**src/rtl/lut_ctrl_pkg.sv**
```systemverilog
`default_nettype none
//============================================================================
// Package : LUT_def
// Desc    : Immediate lookup-table types, sizes and power-on default contents
//           shared by lut_ctrl, lut_store and lut_ctrl_if.
// Rev     : 1.0  initial release
//============================================================================
package LUT_def;

    typedef enum logic [2:0] {
        LUT_SW  = 3'd0,
        LUT_BNE = 3'd1,
        LUT_LW  = 3'd2,
        LUT_STP = 3'd3
    } LUT_TYPE;

    localparam int LUT_NUM   = 4;
    localparam int LUT_DEPTH = 32;
    localparam int LUT_WIDTH = 8;

    typedef logic [LUT_NUM-1:0][LUT_DEPTH-1:0][LUT_WIDTH-1:0] lut_tbl_t;

    // Builds the default image; every entry not listed here is zero.
    function automatic lut_tbl_t build_lut_default();
        lut_tbl_t t;
        t = '0;
        for (int i = 0; i < 8; i++) begin
            t[int'(LUT_SW)][i] = 8'(i + 1);
        end
        t[int'(LUT_BNE)][0] = 8'd176;
        t[int'(LUT_BNE)][1] = 8'd7;
        t[int'(LUT_LW)][0]  = 8'd99;
        return t;
    endfunction

    localparam lut_tbl_t kLutDefault = build_lut_default();

endpackage
`default_nettype wire

```
**src/rtl/lut_ctrl_if.sv**
```systemverilog
`default_nettype none
//============================================================================
// Interface : lut_ctrl_if
// Desc      : Decode read port and byte-stream loader port of lut_ctrl.
//             master = decode/loader side, slave = lut_ctrl.
// Rev       : 1.0  initial release
//============================================================================
interface lut_ctrl_if
    import LUT_def::*;
#(
    parameter int DEPTH = LUT_DEPTH,
    parameter int WIDTH = LUT_WIDTH
) ();
    localparam int IDX_W = $clog2(DEPTH);

    logic             rd_req;
    logic [2:0]       rd_type;
    logic [IDX_W-1:0] rd_idx;
    logic             rd_valid;
    logic [WIDTH-1:0] rd_data;
    logic             rd_err;

    logic             cfg_start;
    logic [2:0]       cfg_type;
    logic             cfg_valid;
    logic [WIDTH-1:0] cfg_data;
    logic             cfg_ready;
    logic             cfg_busy;
    logic             cfg_done;

    modport master (
        output rd_req, rd_type, rd_idx,
        input  rd_valid, rd_data, rd_err,
        output cfg_start, cfg_type, cfg_valid, cfg_data,
        input  cfg_ready, cfg_busy, cfg_done
    );

    modport slave (
        input  rd_req, rd_type, rd_idx,
        output rd_valid, rd_data, rd_err,
        input  cfg_start, cfg_type, cfg_valid, cfg_data,
        output cfg_ready, cfg_busy, cfg_done
    );
endinterface
`default_nettype wire

```
**src/rtl/lut_ctrl_store.sv**
```systemverilog
`default_nettype none
//============================================================================
// Module : lut_store
// Desc   : LUT_NUM x DEPTH x WIDTH table storage. Resets to kLutDefault,
//          one write port, one registered read port. With WRITE_EN = 0 the
//          storage collapses to the constant default image (ROM).
// Rev    : 1.0  initial release
//============================================================================
module lut_store
    import LUT_def::*;
#(
    parameter int DEPTH    = LUT_DEPTH,
    parameter int WIDTH    = LUT_WIDTH,
    parameter bit WRITE_EN = 1'b1
) (
    input  wire logic                       clk,
    input  wire logic                       rst_n,
    input  wire logic                       we,
    input  wire logic [$clog2(LUT_NUM)-1:0] wr_tbl,
    input  wire logic [$clog2(DEPTH)-1:0]   wr_idx,
    input  wire logic [WIDTH-1:0]           wr_data,
    input  wire logic                       rd_en,
    input  wire logic                       rd_zero,
    input  wire logic [$clog2(LUT_NUM)-1:0] rd_tbl,
    input  wire logic [$clog2(DEPTH)-1:0]   rd_idx,
    output logic [WIDTH-1:0]                rd_data
);

    logic [WIDTH-1:0] w_rd_word;
    logic [WIDTH-1:0] rd_data_q;
    logic [WIDTH-1:0] rd_data_d;

    generate
        if (WRITE_EN) begin : g_ram
            logic [LUT_NUM-1:0][DEPTH-1:0][WIDTH-1:0] mem_q;
            logic [LUT_NUM-1:0][DEPTH-1:0][WIDTH-1:0] mem_d;

            // Next table image: a single entry replaced on write.
            always_comb begin
                mem_d = mem_q;
                if (we) begin
                    mem_d[wr_tbl][wr_idx] = wr_data;
                end
            end

            // Table registers; reset restores the full default image.
            always_ff @(posedge clk) begin
                if (!rst_n) begin
                    mem_q <= kLutDefault;
                end else begin
                    mem_q <= mem_d;
                end
            end

            assign w_rd_word = mem_q[rd_tbl][rd_idx];
        end else begin : g_rom
            logic w_unused_wr;
            assign w_unused_wr = ^{we, wr_tbl, wr_idx, wr_data};
            assign w_rd_word   = kLutDefault[rd_tbl][rd_idx];
        end
    endgenerate

    // Read data register: loads on request, zeroed for an invalid table.
    always_comb begin
        rd_data_d = rd_data_q;
        if (rd_en) begin
            rd_data_d = rd_zero ? '0 : w_rd_word;
        end
    end

    // Registered read port.
    always_ff @(posedge clk) begin
        if (!rst_n) begin
            rd_data_q <= '0;
        end else begin
            rd_data_q <= rd_data_d;
        end
    end

    assign rd_data = rd_data_q;

endmodule
`default_nettype wire

```
**src/rtl/lut_ctrl.sv**
```systemverilog
`default_nettype none
//============================================================================
// Module : lut_ctrl
// Desc   : Immediate lookup-table controller. Shares a single table access
//          port between decode reads (always win) and a byte-stream loader
//          that rewrites one whole table in order.
//          Build option: LUT_CTRL_LOAD_EN enables the loader; without it the
//          tables are a constant ROM and cfg_* outputs are tied low.
// Rev    : 1.0  initial release
//============================================================================
module lut_ctrl
    import LUT_def::*;
#(
    parameter int DEPTH = LUT_DEPTH,
    parameter int WIDTH = LUT_WIDTH
) (
    input  wire logic clk,
    input  wire logic rst_n,
    lut_ctrl_if.slave bus
);

    localparam int IDX_W = $clog2(DEPTH);
    localparam int TBL_W = $clog2(LUT_NUM);

    logic             w_rd_err;
    logic             w_we;
    logic [TBL_W-1:0] w_wr_tbl;
    logic [IDX_W-1:0] w_wr_idx;
    logic [WIDTH-1:0] w_wr_data;

    logic rd_valid_q;
    logic rd_valid_d;
    logic rd_err_q;
    logic rd_err_d;

    // Only types 0..3 exist; anything with bit 2 set is out of range.
    assign w_rd_err = bus.rd_type[2];

`ifdef LUT_CTRL_LOAD_EN
    localparam bit c_write_en = 1'b1;

    typedef enum logic [0:0] {
        ST_IDLE = 1'b0,
        ST_LOAD = 1'b1
    } state_t;

    state_t           state_q;
    state_t           state_d;
    logic [IDX_W-1:0] cnt_q;
    logic [IDX_W-1:0] cnt_d;
    logic [TBL_W-1:0] type_q;
    logic [TBL_W-1:0] type_d;
    logic             done_q;
    logic             done_d;
    logic             w_ready;
    logic             w_accept;

    // Decode reads own the port, so the loader only gets idle read cycles.
    assign w_ready  = (state_q == ST_LOAD) && !bus.rd_req;
    assign w_accept = w_ready && bus.cfg_valid;

    // Loader next-state: start latches type, each accepted byte advances.
    always_comb begin
        state_d = state_q;
        cnt_d   = cnt_q;
        type_d  = type_q;
        done_d  = 1'b0;
        case (state_q)
            ST_IDLE: begin
                if (bus.cfg_start && !bus.cfg_type[2]) begin
                    state_d = ST_LOAD;
                    cnt_d   = '0;
                    type_d  = bus.cfg_type[TBL_W-1:0];
                end
            end
            ST_LOAD: begin
                if (w_accept) begin
                    cnt_d = cnt_q + 1'b1;
                    if (cnt_q == IDX_W'(DEPTH - 1)) begin
                        state_d = ST_IDLE;
                        done_d  = 1'b1;
                    end
                end
            end
            default: begin
                state_d = ST_IDLE;
            end
        endcase
    end

    // Loader FSM registers, including the registered done pulse.
    always_ff @(posedge clk) begin
        if (!rst_n) begin
            state_q <= ST_IDLE;
            cnt_q   <= '0;
            type_q  <= '0;
            done_q  <= 1'b0;
        end else begin
            state_q <= state_d;
            cnt_q   <= cnt_d;
            type_q  <= type_d;
            done_q  <= done_d;
        end
    end

    assign w_we          = w_accept;
    assign w_wr_tbl      = type_q;
    assign w_wr_idx      = cnt_q;
    assign w_wr_data     = bus.cfg_data;
    assign bus.cfg_ready = w_ready;
    assign bus.cfg_busy  = (state_q == ST_LOAD);
    assign bus.cfg_done  = done_q;
`else
    localparam bit c_write_en = 1'b0;

    logic w_unused_cfg;
    assign w_unused_cfg  = ^{bus.cfg_start, bus.cfg_type, bus.cfg_valid, bus.cfg_data};

    assign w_we          = 1'b0;
    assign w_wr_tbl      = '0;
    assign w_wr_idx      = '0;
    assign w_wr_data     = '0;
    assign bus.cfg_ready = 1'b0;
    assign bus.cfg_busy  = 1'b0;
    assign bus.cfg_done  = 1'b0;
`endif

    lut_store #(
        .DEPTH    (DEPTH),
        .WIDTH    (WIDTH),
        .WRITE_EN (c_write_en)
    ) u_store (
        .clk     (clk),
        .rst_n   (rst_n),
        .we      (w_we),
        .wr_tbl  (w_wr_tbl),
        .wr_idx  (w_wr_idx),
        .wr_data (w_wr_data),
        .rd_en   (bus.rd_req),
        .rd_zero (w_rd_err),
        .rd_tbl  (bus.rd_type[TBL_W-1:0]),
        .rd_idx  (bus.rd_idx),
        .rd_data (bus.rd_data)
    );

    // Read qualifiers track the request one cycle later.
    always_comb begin
        rd_valid_d = bus.rd_req;
        rd_err_d   = bus.rd_req && w_rd_err;
    end

    // Read status registers.
    always_ff @(posedge clk) begin
        if (!rst_n) begin
            rd_valid_q <= 1'b0;
            rd_err_q   <= 1'b0;
        end else begin
            rd_valid_q <= rd_valid_d;
            rd_err_q   <= rd_err_d;
        end
    end

    assign bus.rd_valid = rd_valid_q;
    assign bus.rd_err   = rd_err_q;

endmodule
`default_nettype wire

```
**src/flat_wrapper.sv**
```systemverilog
// flat-port wrapper written by rule: the top's interface ports become plain ports
module lut_ctrl_flat import LUT_def::*;
#(
    parameter int DEPTH = LUT_DEPTH,
    parameter int WIDTH = LUT_WIDTH
)
  (clk, rst_n, bus_rd_req, bus_rd_type, bus_rd_idx, bus_rd_valid, bus_rd_data, bus_rd_err, bus_cfg_start, bus_cfg_type, bus_cfg_valid, bus_cfg_data, bus_cfg_ready, bus_cfg_busy, bus_cfg_done);
  lut_ctrl_if #(.DEPTH(DEPTH), .WIDTH(WIDTH)) bus_i ();
  input  wire logic clk;
  input  wire logic rst_n;
  input wire logic [$bits(bus_i.rd_req)-1:0] bus_rd_req;
  input wire logic [$bits(bus_i.rd_type)-1:0] bus_rd_type;
  input wire logic [$bits(bus_i.rd_idx)-1:0] bus_rd_idx;
  output wire logic [$bits(bus_i.rd_valid)-1:0] bus_rd_valid;
  output wire logic [$bits(bus_i.rd_data)-1:0] bus_rd_data;
  output wire logic [$bits(bus_i.rd_err)-1:0] bus_rd_err;
  input wire logic [$bits(bus_i.cfg_start)-1:0] bus_cfg_start;
  input wire logic [$bits(bus_i.cfg_type)-1:0] bus_cfg_type;
  input wire logic [$bits(bus_i.cfg_valid)-1:0] bus_cfg_valid;
  input wire logic [$bits(bus_i.cfg_data)-1:0] bus_cfg_data;
  output wire logic [$bits(bus_i.cfg_ready)-1:0] bus_cfg_ready;
  output wire logic [$bits(bus_i.cfg_busy)-1:0] bus_cfg_busy;
  output wire logic [$bits(bus_i.cfg_done)-1:0] bus_cfg_done;
  assign bus_i.rd_req = bus_rd_req;
  assign bus_i.rd_type = bus_rd_type;
  assign bus_i.rd_idx = bus_rd_idx;
  assign bus_rd_valid = bus_i.rd_valid;
  assign bus_rd_data = bus_i.rd_data;
  assign bus_rd_err = bus_i.rd_err;
  assign bus_i.cfg_start = bus_cfg_start;
  assign bus_i.cfg_type = bus_cfg_type;
  assign bus_i.cfg_valid = bus_cfg_valid;
  assign bus_i.cfg_data = bus_cfg_data;
  assign bus_cfg_ready = bus_i.cfg_ready;
  assign bus_cfg_busy = bus_i.cfg_busy;
  assign bus_cfg_done = bus_i.cfg_done;
  lut_ctrl #(.DEPTH(DEPTH), .WIDTH(WIDTH)) u_core (.clk(clk), .rst_n(rst_n), .bus(bus_i));
endmodule
```
**config.mk**
```make
export PLATFORM = sky130hd
export DESIGN_NAME = lut_ctrl_flat
export DESIGN_NICKNAME = d
export VERILOG_FILES = /design/src/rtl/lut_ctrl_pkg.sv /design/src/rtl/lut_ctrl_if.sv /design/src/rtl/lut_ctrl_store.sv /design/src/rtl/lut_ctrl.sv /design/src/flat_wrapper.sv
export SDC_FILE = /design/constraint.sdc
export NUM_CORES = 1
export LEC_CHECK = 0
export CAP_MARGIN = 20
export CORE_MARGIN = 2
export CORE_UTILIZATION = 36
export DETAILED_ROUTE_END_ITERATION = 8
export MAX_ROUTING_LAYER = met4
export PLACE_DENSITY = 0.81
export SETUP_SLACK_MARGIN = 0.02
export SLEW_MARGIN = 5
export SYNTH_ARGS = -nofsm -noshare
export SYNTH_HDL_FRONTEND = slang
export SYNTH_SLANG_ARGS = --single-unit
export TNS_END_PERCENT = 100
```
**constraint.sdc**
```tcl
create_clock -name clk -period 1.9 [get_ports clk]
set_input_delay 0.38 -clock clk [delete_from_list [all_inputs] [get_ports clk]]
set_output_delay 0.38 -clock clk [all_outputs]
set_load 0.005 [all_outputs]
```
Yosys cells after proc, flatten, opt, wreduce, memory -nomap -nowiden
Cells that the tools add are included.

word-level totals
  latch bits = 0
  flip-flop bits (word level) = 10
  memories kept = 0
  word-level logic and storage cells = 11
  output and inout bits = 13
  memory bits (writable) = 0
  ROM bits = 0

cells by class
  $add $sub $neg = 0
  multiply operators = 0
  mux-type cells = 5
  order comparisons = 2
  equality and inequality tests = 0
  bitwise operators = 0
  divide/modulo/power cells = 0
  shift operators = 0
  reduce and logical (&&, ||, !) cells = 1

operators with widths
  operator                                             number
  binary-select mux 256 bit (select 2 bit)             1
  two-way mux 256 bit                                  1
  binary-select mux 8 bit (select 5 bit)               1
  two-way mux 8 bit                                    2
  < comparator 5 x 6 -> 1 bit (second input constant)  1
  < comparator 2 x 3 -> 1 bit (second input constant)  1
  logical AND 1 bit                                    1

Longest topological paths before layout
  depth after elaboration = 5
  depth in mapped cells = 5
  depth with buffers taken out = 5

Modules after synthesis
Synthesis repeated with hierarchy kept, for this count alone.

second synthesis, totals
  cell total of the unflattened synthesis = 59
  area, all modules = 536.8 µm²

modules (own cells, without submodules)
  module     sequential area each (µm²)  cells an instance  area an instance (µm²)  instances
  lut_store  140.1                       51                 457.9                   1
  lut_ctrl   40.0                        8                  78.8                    1

Worst setup path before layout
OpenSTA, ideal clock, no wires.

  path kind = input-to-reg
  start point = input bus_rd_type[0]
  end point = register u_core.u_store.rd_data_q[1], in the netlist u_core.u_store.rd_data[1]
  arrival time = 1.276 ns
  setup time = 0.116 ns
  path slack = 0.507 ns
  data required time = 1.784 ns
  buffers on the path = 0
  cell stages on the path = 5
  path through = inv_1 > ha_1 > nand2b_1 > a311o_1 > a41o_1

on the way
  longest elaborated chain between the ends = 5

RTL lines
  element                                    RTL line              RTL
  start: declaration                         flat_wrapper.sv:12    input wire logic [$bits(bus_i.rd_type)-1:0] bus_rd_type;
  binary-select mux 256 bit (select 2 bit)   lut_ctrl_store.sv:59  assign w_rd_word = kLutDefault[rd_tbl][rd_idx];
  two-way mux 256 bit (implied by the code)  lut_ctrl_store.sv:59
  binary-select mux 8 bit (select 5 bit)     lut_ctrl_store.sv:59
  two-way mux 8 bit (implied by the code)    lut_ctrl_store.sv:59
  two-way mux 8 bit                          lut_ctrl_store.sv:67  rd_data_d = rd_zero ? '0 : w_rd_word;
  end signal: assignment                     lut_ctrl_store.sv:76  rd_data_q <= rd_data_d;
  end: declaration                           lut_ctrl_store.sv:30  logic [WIDTH-1:0] rd_data_q;

No other way between the ends. The select of a mux whose other input is x is not followed.
A chain may end at the register's enable or synchronous reset.

Worst setup path after layout
  start point = input bus_rd_type[1]
  end point = register u_core.u_store.rd_data_q[1], in the netlist u_core.u_store.rd_data[1]

The elaborated chain is that of the path after synthesis.

==> results.txt <==
- Before antenna repair, the detailed router went through 4 iterations.
- During placement, the flow inserted port buffers numbering 20.
* Cell area after technology mapping: 545.5 sq um
* Worst flop-to-flop path endpoint: u_core.u_store.rd_data[0]$_SDFFE_PN0P_
- CTS sink count: 9
* Sequential element share of the synthesized area: 33.03%
- Pin placement for this block handled 37 I/O pins.
* Sum of net half-perimeters after detailed placement: 904 um
- Core area: 1454 sq um
- Hold Path Stages: 2
- GRT Resource Usage Total: 14.04%
- Ratio of final minimum period to clock period: 90.30%
- Prior to clock tree synthesis, the placed netlist has a worst setup slack of -0.07372 ns.
* Vias after detailed routing: 507
- Clk_lat worst skew: 0.26 ns
* Post-cts gate resize count: 0
- In this run the deepest clock path goes through 2 buffers.
* Most Used Layer, Global Route: met2
- Kind of end point of the critical path: flip-flop
* Initial antenna violation count: 0
- Slowest stage cell, crit path: clkdlybuf4s50_1
- Crit path required time: 2.05 ns
- Die area: 1843 sq um
- After detailed routing, the number of vias per cell comes to 4.922.
- The most used flip-flop cell after synthesis is dfxtp_1.
- The die is 42.93 um wide.
* Count of max-cap constraint violations: 0
- The post-route netlist has 17.24% of its cells at a drive strength greater than 1.
- Walking the worst path, the cells encountered are clkdlybuf4s50_1 > inv_1 > ha_1 > nand2b_1 > a311o_1 > a41o_1.
- The worst setup path is launched from a primary input.
- In the global route stage, met1 resource usage came out at 15.54%.
* Max incr delay on CP: 0.50 ns
- The startpoint identified for the worst hold timing path is u_core.u_store.rd_data[2]$_SDFFE_PN0P_.
- The final number of max-transition violations is 0.
- The via count of the first global-routing pass was 482.
* R2R Setup Slk: 1.12 ns
* Post-cts hold buffer count: 0
- Setup repair after global routing missed its margin: no
- Critical path start-end classification: in -> reg
* Largest fanout of any net on the critical path: 4
- Number of endpoints failing setup at the final stage: 0
- At the end of routability-driven placement, the weighted congestion stood at 0.7977.
- For the worst flop-to-flop path, the logic depth is 3.
- Row generation in the floorplan step produced 14 rows.
- After clock tree synthesis, the setup repair step added 0 buffers.
* CTS Buf Count: 3
- Total power divided by cell area: 515.8 nW/um^2
- Maximum number of pins on one net before global-route repair: 12
- Diodes inserted: 0
- Global routing consumed, on the met2 layer, 23.64% of the routing resources.
- Post-placement cell area: 789.5 sq um
- In the routed design, unresolved DRC markers number 0.
- Peak supply drop: 0.3614 mV
- The worst hold path belongs to the class reg -> reg.
- The number of buffers and inverters on the critical path is 2.
- # nets final: 116
- During synthesis, Yosys emitted a total of 0 warnings.
- Global routing met3 resource utilization: 6.383%
* Setup WS post-layout: 0.1843 ns
* Total Wirelength: 1155 um
- Cells after synthesis: 60
- The initial utilization of the core area, before any placement, comes to 37.52%.
- Clock slew at the register clock pins of the worst setup and hold paths: 0.06 ns
- Final setup skew: 0 ns
- The total overflow left after global routing is 0.
- Run status: finished, final reports clean
* Avg Cell Area, Syn: 9.092 sq um
- Clock Root Buffer: clkbuf_4
- Count of state elements after synthesis: 9
* First-pass GRT wire length: 1911 um
* Average detailed-routed wire length per instance: 11.21 um
* Maximum clock rate: 582.9 MHz
- Broken down by cell family, the worst path's largest delay share belongs to buffers and inverters.
- Startpoint of the worst register-to-register path: u_core.u_store.rd_data[0]$_SDFFE_PN0P_
- Number of endpoints with negative hold slack in the final report: 0
- Leakage component of the power: 0.3485 nW
* Min Tclk post-route: 1.716 ns
* Worst path depth: 6
- Syn-to-layout area delta: 49.54%
- The path with the worst hold slack has its endpoint at u_core.u_store.rd_data[2]$_SDFFE_PN0P_.
- Counting flops with a built-in enable in the synthesized netlist gives 0.
* CTS H-Tree Depth: 1
* Data arrival, critical path: 1.87 ns
- First DRT Iteration DRCs: 3
* Proportion of register bits with asynchronous set or reset after synthesis: 0%
* Netlist cell types: 29
- Adding up every negative setup slack in the final design gives 0 ns.
- Detail Route Antenna Nets: 0
* CTS tree: built
- Die Y: 42.93 um
- Post-route cell area: 815.8 sq um
## worst register-to-register path: cells and delay by family (launching register included)
| family | cells | cell delay (ns) |
|---|---|---|
| DFF | 1 | 0.31 |
| and+or+nand+nor | 1 | 0.13 |
| AOI/OAI and AO/OA | 2 | 0.23 |
## how the worst max path moves through the flow
stage	startpoint	end	slack (ns)
2_1_floorplan	bus_rd_type[0]	u_core.u_store.rd_data[1]$_SDFFE_PN0P_	0.51
3_3_place_gp	bus_rd_type[1]	u_core.u_store.rd_data[1]$_SDFFE_PN0P_	-0.05
4_1_cts	bus_rd_type[1]	u_core.u_store.rd_data[1]$_SDFFE_PN0P_	0.20
5_1_grt	bus_rd_type[1]	u_core.u_store.rd_data[1]$_SDFFE_PN0P_	0.11
6_report	bus_rd_type[1]	u_core.u_store.rd_data[1]$_SDFFE_PN0P_	0.18
3_5_place_dp	bus_rd_type[1]	u_core.u_store.rd_data[1]$_SDFFE_PN0P_	-0.07
## routing by layer
layer | vias to the layer above | routed length (um)
met3 | 0 | 90
met2 | 18 | 555
li1 | 259 | -
met1 | 230 | 509
met4 | 0 | 0
met5 | - | 0
## cells by family (layout without fill, tap and decap cells)
logic type	count (synthesis)	count (layout)	share of synthesized area, %
fa+ha+maj	4	4	9.175
mux	1	1	2.064
flops	9	9	33.03
compound gates	13	13	17.66
buf+inv	12	37	11.47
other cells	1	3	0.6874
simple gates	20	20	25.91
## synthesized netlist by cell type, drive strengths merged (2+ instances only)
master	n	area, sq um
and3	2	12.51
nor3b	2	15.01
dfxtp	9	180.2
buf	6	40.04
nand2	3	11.26
ha	4	50.05
nor2b	4	25.02
o21ai	3	15.01
a32oi	4	35.03
inv	5	18.77
nand2b	2	20.02
and2	2	13.77
## registers in the layout, indices dropped and copies added (netlist names)
name	cells
u_core.bus.rd_err	1
u_core.u_store.rd_data	7
u_core.bus.rd_valid	1
## metrics by stage
stage          total power [mW]  std cells  utilization, %  hold WS (ns)
2_1_floorplan            0.2355         62               -        0.4655
3_3_place_gp             0.2785         99           54.30        0.4648
3_5_place_dp             0.2799         99           54.30        0.4692
4_1_cts                  0.4309        103           56.11        0.4778
5_1_grt                  0.4423        103           56.11        0.5062
6_report                 0.4208        103           56.11        0.4702
## placed cells by master, fill, tap and decap left out
cell type / synthesis / final
and2_1: 1 / 1
and2_2: 1 / 1
clkdlybuf4s50_1: 0 / 20
a21boi_0: 1 / 1
clkbuf_4: 0 / 3
a41o_1: 1 / 1
nor3_1: 1 / 1
and3_1: 2 / 2
nor4b_4: 1 / 1
nand2b_1: 1 / 1
nor3b_1: 2 / 2
a31oi_1: 1 / 1
dfxtp_1: 9 / 9
clkbuf_1: 1 / 1
a311o_1: 1 / 1
nor2_1: 1 / 1
o21bai_1: 1 / 1
a21oi_1: 1 / 1
o21ai_0: 3 / 3
mux2_2: 1 / 1
nand2_1: 3 / 3
buf_4: 4 / 8
nor2b_1: 4 / 4
a32oi_1: 4 / 4
nand3_1: 1 / 1
conb_1: 1 / 3
nand2b_4: 1 / 1
nand4_1: 1 / 1
ha_1: 4 / 4
inv_1: 5 / 5
## area by class of cell
| type | count | area [sq um] |
|---|---|---|
| Fill cell | 144 | 638.1 |
| Multi-Input combinational cell | 41 | 310.3 |
| Timing Repair Buffer | 28 | 260.3 |
| Sequential cell | 9 | 180.2 |
| Clock buffer | 4 | 26.28 |
| Tap cell | 16 | 20.02 |
| Inverter | 5 | 18.77 |
## where the power goes
part / total, mW / switching [mW] / internal [mW]
Combinational: 0.0837 / 0.0345 / 0.0492
Sequential: 0.192 / 0.000812 / 0.191
Clock: 0.145 / 0.0641 / 0.0808
Total: 0.421 / 0.0995 / 0.321
(Power assumes the default switching activity.)
==> variant, RTL diff (config.mk and constraints unchanged) <==
The package constant `LUT_DEPTH` goes from 32 to 64.
--- a/src/rtl/lut_ctrl_pkg.sv
+++ b/src/rtl/lut_ctrl_pkg.sv
@@ -17,3 +17,3 @@
     localparam int LUT_NUM   = 4;
-    localparam int LUT_DEPTH = 32;
+    localparam int LUT_DEPTH = 64;
     localparam int LUT_WIDTH = 8;
Interface: changed (resized bus_rd_idx); port bits go from 37 to 38. The function was not compared with the original's and may differ.
==> variant against the unedited design <==
- sequential cell count is the same
- final area decreased by 2.3%
- worst setup slack gained 37 ps
- synthesized area shrank 0.69%
- first-iteration DRC count unchanged
- sequential share of layout area up 0.52 points
- wire length fell by 3.0%
- total power shrank 1.1%
- cell count fell by 2.9%
- largest power group unchanged
==> variant: results <==
[clock_network]
cts_resized = 0
worstSkewPairLatency_ps = 250
cts_buffers = 3
cts_root_buffer = clkbuf_4

[layout]
multi_input_area_um2 = 320
num-multi-input-gates = 44
fillers = 116
nets = 115
sh_seq_area_pct = 22.6
drive_above_1_share_pct = 10.6
largest_reg_flops = 7
clk_share_pct = 3.30
num-nonclk-inverters = 3
buffer_area_share_pct = 30.1
buffers = 25
diodes = 0

[yosys]
synthArstFlopShare_pct = 0
synth-xor-area-share_pct = 0
yosys_warnings = 0
synth_compound_gate_area_share_pct = 15.0
synthesis.instances = 60
muxShareOfSynthArea_pct = 2.08
ys_types = 29
ys_top_cells_by_area = dfxtp_1 33%, ha_1 9.2%, nand3b_1 8.3%, buf_4 5.5%, nor4_4 3.9%
yosysSeqAreaShare_pct = 33.3
synth_commonest_cells = 9 x dfxtp_1, 6 x nand3b_1, 4 x buf_4, 4 x ha_1, 4 x nand2_1
synthAdderAreaFrac_pct = 9.24
synth_area_um2 = 542

[setup_path]
cp_slowest_cell = clkdlybuf4s50_1
worstSetupStartpoint = bus_rd_type[0]
slowest_delay_ps = 480
reg2reg_depth = 2
r2r_slack_ps = 1310
setup.worst_path.end = u_core.u_store.rd_data[1]
worstPathMaxFanout = 6
arrival_ps = 1820
reg2reg_from = u_core.u_store.rd_data[1]

[placement]
port_buffers = 21
hpwlAfterDp_um = 885
dp.cells = 96
gp_congestion = 0.787

[timing]
skew_ps = 0
hold_ws_ps = 469

[routing]
first_pass_iters = 4
vias = 489
wl_per_cell_um = 11.2
vias_per_cell = 4.89

[power]
ir_drop_mv = 0.253
p_sw_share_pct = 23.8
p_leak_nw = 0.309

[global_route]
gr-usage-all-layers_pct = 13.5
grt_max_degree = 14
grt_pass1_vias = 456
grt_antenna_before_repair = 0
grt_pass1_wl_mm = 1.85

[min_path]
hp-class = reg2reg

[run_status]
status = completed
## variant: worst min path at each step
stage                               from                   endpoint  depth (start not counted)
4_1_cts        u_core.u_store.rd_data[5]  u_core.u_store.rd_data[5]                          2
6_report       u_core.u_store.rd_data[5]  u_core.u_store.rd_data[5]                          2
2_1_floorplan  u_core.u_store.rd_data[5]  u_core.u_store.rd_data[5]                          2
5_1_grt        u_core.u_store.rd_data[0]  u_core.u_store.rd_data[0]                          2
3_3_place_gp   u_core.u_store.rd_data[5]  u_core.u_store.rd_data[5]                          2
3_5_place_dp   u_core.u_store.rd_data[5]  u_core.u_store.rd_data[5]                          2
## variant: through the flow
stage | setup TNS, ps | setup WS (ps) | power [mW] | util [%] | cell area, um2
after CTS | 0 | 226 | 0.423 | 59.0 | 797
after floorplan | 0 | 578 | 0.231 | - | 549
after global routing | 0 | 115 | 0.437 | 59.0 | 797
final | 0 | 221 | 0.416 | 59.0 | 797
after global placement | -22.8 | -22.8 | 0.272 | 57.1 | 771
after detailed placement | -44.3 | -44.3 | 0.275 | 57.1 | 771
## variant: power groups by stage
stage	clock network [mW]	registers (mW)	logic [mW]
CTS	0.152	0.192	0.0796
detailed placement	0	0.196	0.0790
floorplan	0	0.196	0.0344
global placement	0	0.196	0.0764
global route	0.158	0.192	0.0868
finish	0.145	0.192	0.0792
## variant: routing by layer
metal	GRT usage [%]	vias to the layer above	share of wire (%)
met1	15.1	214	42
li1	-	256	-
met4	10.6	0	1.7
met5	-	-	0
met2	22.1	17	51
met3	0.851	2	5.9
## variant: worst reg2reg max path, cell delays in order (launching register included)
cell and delay (ps):
dfxtp_1 320, nand3b_1 80, o21ai_0 80
